$ cat src/rtl/hazard_fwd_ctrl.sv
// rtl/hazard_fwd_ctrl.sv - pipeline hazard detection, stall/flush and forwarding control
// Holds a shadow scoreboard of EX and MEM destinations and returns stall/flush/forward decisions.
module hazard_fwd_ctrl #(
  parameter int REG_W = 5,
  parameter int CNT_W = 16
) (
  input  logic             clk,
  input  logic             reset,
  input  logic             id_valid,
  input  logic [REG_W-1:0] id_rs,
  input  logic [REG_W-1:0] id_rt,
  input  logic             id_uses_rs,
  input  logic             id_uses_rt,
  input  logic             id_regwrite,
  input  logic             id_memread,
  input  logic [REG_W-1:0] id_wr_reg,
  input  logic             ex_redirect,
  input  logic             mem_ready,
  output logic             pc_hold,
  output logic             freeze_all,
  output logic             bubble_idex,
  output logic             flush_ifid,
  output logic [1:0]       fwd_a,
  output logic [1:0]       fwd_b,
  output logic [CNT_W-1:0] stall_cnt,
  output logic [CNT_W-1:0] flush_cnt
);

  // The WB entry is never consulted (register-file write-first bypass covers it), so only EX and MEM are kept.
  logic             ex_v_q, ex_v_d;
  logic             ex_wr_q, ex_wr_d;
  logic             ex_ld_q, ex_ld_d;
  logic [REG_W-1:0] ex_rd_q, ex_rd_d;
  logic             mem_v_q, mem_v_d;
  logic             mem_wr_q, mem_wr_d;
  logic [REG_W-1:0] mem_rd_q, mem_rd_d;
  logic [1:0]       fwd_a_q, fwd_a_d;
  logic [1:0]       fwd_b_q, fwd_b_d;
  logic [CNT_W-1:0] stall_cnt_q, stall_cnt_d;
  logic [CNT_W-1:0] flush_cnt_q, flush_cnt_d;
  logic             lu;

  function automatic logic hit(input logic v, input logic wr,
                               input logic [REG_W-1:0] rd, input logic [REG_W-1:0] r);
    return v & wr & (rd != '0) & (rd == r);
  endfunction

  function automatic logic [1:0] fwd_sel(input logic use_r, input logic ex_hit, input logic mem_hit);
    if (use_r & ex_hit)  return 2'b01;
    if (use_r & mem_hit) return 2'b10;
    return 2'b00;
  endfunction

  assign lu = id_valid & ex_ld_q &
              ((id_uses_rs & hit(ex_v_q, ex_wr_q, ex_rd_q, id_rs)) |
               (id_uses_rt & hit(ex_v_q, ex_wr_q, ex_rd_q, id_rt)));

  assign freeze_all  = ~mem_ready;
  assign pc_hold     = freeze_all | (lu & ~ex_redirect);
  assign flush_ifid  = ex_redirect & mem_ready;
  assign bubble_idex = mem_ready & (ex_redirect | lu);
  assign fwd_a       = fwd_a_q;
  assign fwd_b       = fwd_b_q;
  assign stall_cnt   = stall_cnt_q;
  assign flush_cnt   = flush_cnt_q;

  always_comb begin
    ex_v_d      = ex_v_q;
    ex_wr_d     = ex_wr_q;
    ex_ld_d     = ex_ld_q;
    ex_rd_d     = ex_rd_q;
    mem_v_d     = mem_v_q;
    mem_wr_d    = mem_wr_q;
    mem_rd_d    = mem_rd_q;
    fwd_a_d     = fwd_a_q;
    fwd_b_d     = fwd_b_q;
    stall_cnt_d = stall_cnt_q;
    flush_cnt_d = flush_cnt_q;
    if (mem_ready) begin
      mem_v_d  = ex_v_q;
      mem_wr_d = ex_wr_q;
      mem_rd_d = ex_rd_q;
      if (bubble_idex) begin
        ex_v_d  = 1'b0;
        ex_wr_d = 1'b0;
        ex_ld_d = 1'b0;
        ex_rd_d = '0;
        fwd_a_d = 2'b00;
        fwd_b_d = 2'b00;
      end else begin
        ex_v_d  = id_valid;
        ex_wr_d = id_regwrite;
        ex_ld_d = id_memread;
        ex_rd_d = id_wr_reg;
        // EX hit wins over MEM hit: it carries the newer value
        fwd_a_d = fwd_sel(id_uses_rs, hit(ex_v_q, ex_wr_q, ex_rd_q, id_rs),
                          hit(mem_v_q, mem_wr_q, mem_rd_q, id_rs));
        fwd_b_d = fwd_sel(id_uses_rt, hit(ex_v_q, ex_wr_q, ex_rd_q, id_rt),
                          hit(mem_v_q, mem_wr_q, mem_rd_q, id_rt));
      end
      if (lu & ~ex_redirect & (stall_cnt_q != '1)) stall_cnt_d = stall_cnt_q + 1'b1;
      if (ex_redirect & (flush_cnt_q != '1))       flush_cnt_d = flush_cnt_q + 1'b1;
    end
  end

  always_ff @(posedge clk) begin
    if (!reset) begin
      ex_v_q      <= 1'b0;
      ex_wr_q     <= 1'b0;
      ex_ld_q     <= 1'b0;
      ex_rd_q     <= '0;
      mem_v_q     <= 1'b0;
      mem_wr_q    <= 1'b0;
      mem_rd_q    <= '0;
      fwd_a_q     <= 2'b00;
      fwd_b_q     <= 2'b00;
      stall_cnt_q <= '0;
      flush_cnt_q <= '0;
    end else begin
      ex_v_q      <= ex_v_d;
      ex_wr_q     <= ex_wr_d;
      ex_ld_q     <= ex_ld_d;
      ex_rd_q     <= ex_rd_d;
      mem_v_q     <= mem_v_d;
      mem_wr_q    <= mem_wr_d;
      mem_rd_q    <= mem_rd_d;
      fwd_a_q     <= fwd_a_d;
      fwd_b_q     <= fwd_b_d;
      stall_cnt_q <= stall_cnt_d;
      flush_cnt_q <= flush_cnt_d;
    end
  end

endmodule
$ cat config.mk
export PLATFORM = sky130hd
export DESIGN_NAME = hazard_fwd_ctrl
export DESIGN_NICKNAME = d
export VERILOG_FILES = /design/src/rtl/hazard_fwd_ctrl.sv
export SDC_FILE = /design/constraint.sdc
export NUM_CORES = 1
export LEC_CHECK = 0
export CAP_MARGIN = 20
export CORE_MARGIN = 2
export CORE_UTILIZATION = 50
export DETAILED_ROUTE_END_ITERATION = 7
export PLACE_DENSITY_LB_ADDON = 0.15
export SYNTH_ARGS = -nofsm -noshare
export SYNTH_HDL_FRONTEND = slang
export SYNTH_SLANG_ARGS = --single-unit
$ cat constraint.sdc
create_clock -name clk -period 5.7 [get_ports clk]
set_input_delay 1.425 -clock clk [delete_from_list [all_inputs] [get_ports clk]]
set_output_delay 1.425 -clock clk [all_outputs]
set_load 0.005 [all_outputs]
==> results.ini <==
[cells_and_area]
drive_above_1_share = 0.0429
antenna_diode_count = 0
layout.cell_area.non_filler_sq_mm = 0.00326
area.growth.synth_to_final_pct = 30.8
nFillCells = 425
final-instance-count-excl-fill = 417
final_net_count = 376

[placed_design]
place_congestion = 0.864
placed_area_sq_mm = 0.00317
dp_cells = 410
pre_cts_slack_ns = 0.671
buffer_ports.inserted = 63
detailedPlacementHpwl_um = 4090

[timing]
hold_viol_final = 0
period_share = 0.885
slew_violations = 0
whs_ns = 0.459
clock.fmax_mhz = 198
tightestPinTransition_ns = 0.938
finalClockSkew_ns = 0.00675
grt_setup_unrepaired = false
finalCriticalPeriod_ns = 5.05
timing.slew.headroom = 0.371
setup_tns_ns = 0
final_critical_path_setup_slack_ns = 0.653
finalSetupViolCount = 0

[global_route]
grt_usage = 0.217
number_of_antenna_violations_at_the_first_check_in_global_routing = 0
grt_remaining_overflow = 0
globalRouteMet1Util = 0.288
grt_pass1_wl_um = 9540
global_route.peak_usage_layer = met2
grtUsageMet3 = 0.0285
first_global_vias = 2107
maximum_number_of_pins_on_one_net_before_global_route_repair = 35
globalRouteMet2Util = 0.368

[cts]
path_clk_slew_ns = 0.09
insertion_delay_ns = 0.30
clock-sinks = 51
tritoncts = yes
holdBufCountCts = 0
postCtsResizedCells = 0
cts_buffers = 5
cts-root-buf = clkbuf_8
number_of_buffers_on_the_longest_clock_path = 2
postCtsSetupBuffers = 0
cts-htree-levels = 2

[worst_hold_path]
hold_path_startpoint = fwd_b[0]$_SDFFE_PN0P_
worstHoldPathType = flop to flop
hold_path_depth = 2

[floorplanning]
die_area_sq_mm = 0.00556
core_area_sq_mm = 0.00475
floorplan.die.width_um = 74.6
fp-row-count = 25
initial_utilization = 0.524
die-height_um = 74.6
pin_count = 64

[pwr]
p_per_area_mw_per_mm2 = 196
power.share.sequential = 0.577
p_int_uw = 490
switching_share = 0.232
cellLeakagePower_uw = 0.00113
ir_worst_vdd_mv = 0.120
switchingPower_uw = 148
clock_network_fraction_of_design_power = 0.326
combPwrFrac = 0.096

[setup_path]
cp_data_required_time_ns = 4.28
critPathCaptureType = primary output
critical_path.startpoint = id_rs[4]
worstSetupStartpointType = input pin
worst_path_most_repeated_cell = clkdlybuf4s50_1
worst_r2r_startpoint = ex_rd_q[4]$_SDFFE_PN0P_
arrival_ns = 3.62
worst-setup-path-type = input pin to primary output
cp_max_fo = 6
worst_path_largest_cell_delay_ns = 0.53
cp_slowest_cell = clkdlybuf4s50_1
critical_path.cell_chain = clkdlybuf4s50_1 -> xor2_1 -> nor4_1 -> and3_1 -> o21ai_1 -> o31ai_1 -> clkdlybuf4s50_1
timing.reg2reg.worst_path_depth = 7

[synth]
synth-seq-cells = 51
synthFlopType = dfxtp_1
synth_sequential_area_ratio = 0.410
postSynthCellCount = 289
mappedNetlistNets = 315
area_of_the_mapped_netlist_sq_mm = 0.00249
total_of_warnings_raised_by_yosys = 0
synthDistinctLibCells = 41
synth_async_sr_flop_share = 0
post_synthesis_area_per_instance_sq_um = 8.62
synth_edf_count = 0

[drt]
drt-initial-drc-count = 112
postRouteAntennaNets = 0
drt_drc_violations_left = 0
first_pass_iters = 4
detailroute.via_count = 2294
detail_route.vias_per_cell = 5.50
totalWireLength_um = 5640
routedWlPerCell_um = 13.5

[status]
run_status = complete, no violations

[job]
max_capacitance_violation_total = 0

==> final timing paths <==
path | to | slack (ns)
setup / recovery | pc_hold | 0.65
hold / removal | fwd_b[0]$_SDFFE_PN0P_ | 0.46
setup reg to reg | ex_rd_q[3]$_SDFFE_PN0P_ | 3.29
hold reg to reg | fwd_b[0]$_SDFFE_PN0P_ | 0.46
==> worst max-delay path, delay by kind of cell <==
kind | cells | cell delay, ns
buffers and inverters | 2 | 1.00
AND/OR/NAND/NOR | 2 | 0.65
AO/OA/AOI/OAI | 2 | 0.37
XOR/XNOR | 1 | 0.17
==> cell usage after synthesis (2+ instances only) <==
cell / instances / area [sq um]
and4_1: 2 / 17.5
or4_1: 4 / 30.0
o2111ai_2: 2 / 30.0
xor2_1: 17 / 149
o21ai_1: 3 / 15.0
nor3_1: 4 / 20.0
nand3_1: 13 / 65.1
nor2b_1: 2 / 12.5
mux2i_1: 17 / 170
a21oi_1: 18 / 90.1
inv_1: 7 / 26.3
and3_1: 4 / 25.0
clkbuf_1: 5 / 18.8
dfxtp_1: 51 / 1020
or3_1: 11 / 68.8
xnor2_1: 15 / 131
nand2_1: 16 / 60.1
o21ai_0: 13 / 65.1
nor4_1: 6 / 37.5
nand4_1: 10 / 62.6
ha_1: 2 / 25.0
nand2b_1: 2 / 12.5
buf_2: 4 / 20.0
and2_1: 2 / 12.5
nor2_1: 38 / 143
a211oi_1: 4 / 30.0
o31ai_1: 3 / 22.5
==> final cells by class <==
| type | instances | area [sq um] | share of cell area |
|---|---|---|---|
| multi-input combinational | 218 | 1390 | 0.425 |
| sequential | 51 | 1020 | 0.313 |
| timing repair buffer | 65 | 646 | 0.198 |
| tap | 67 | 83.8 | 0.0257 |
| clock buffer | 6 | 82.6 | 0.0254 |
| inverter | 9 | 33.8 | 0.0104 |
| clock inverter | 1 | 5.00 | 0.00154 |
==> through the flow <==
stage | utilization | power (uW)
after floorplan | - | 407
after global placement | 0.667 | 437
after detailed placement | 0.667 | 438
after CTS | 0.685 | 642
after global routing | 0.685 | 665
final | 0.685 | 638
==> routing by layer <==
metal  part of all wire  vias up
met4              0.012        0
met1               0.48     1089
met2               0.48       49
li1                   -     1148
met3              0.032        8
met5                  0        -
==> power by group through the flow <==
stage	clock network, uW	logic [uW]	registers (uW)
floorplan	0	32.7	374
global placement	0	60.0	377
detailed placement	0	61.5	377
CTS	212	61.7	368
global route	228	67.2	369
finish	208	61.5	368
==> flip-flops by register name, indices dropped and copies added (netlist names) <==
signal	count
ex_ld_q	1
ex_rd_q	5
ex_v_q	1
ex_wr_q	1
flush_cnt	16
fwd_a	2
fwd_b	2
mem_rd_q	5
mem_v_q	1
mem_wr_q	1
stall_cnt	16
==> placed cells by master (no fill, tap or decap), types with 2 or more instances in the layout <==
cell type,Yosys,routed
xnor2_1,15,15
nor2b_1,2,2
ha_1,2,2
or4_1,4,4
and2_1,2,2
nor2_1,38,38
o21ai_0,13,13
o21ai_1,3,3
clkdlybuf4s50_1,0,63
or3_1,11,11
and3_1,4,4
dfxtp_1,51,51
nand4_1,10,10
buf_4,1,2
o31ai_1,3,3
nand2b_1,2,2
mux2i_1,17,17
nand2_1,16,16
and4_1,2,2
nor4_1,6,6
a21oi_1,18,18
a211oi_1,4,4
nor3_1,4,4
inv_1,7,7
clkbuf_8,0,6
nand3_1,13,13
xor2_1,17,17
o2111ai_2,2,2
==> cells by family after synthesis <==
group                    count (synthesis)  synth area share
AND/OR/NAND/NOR                        118             0.242
flip-flops                              51             0.410
AO/OA/AOI/OAI                           49             0.124
XOR/XNOR                                32             0.113
buffers and inverters                   20            0.0337
multiplexers                            17            0.0683
adder cells (fa/ha/maj)                  2            0.0100
(Power assumes the default switching activity.)
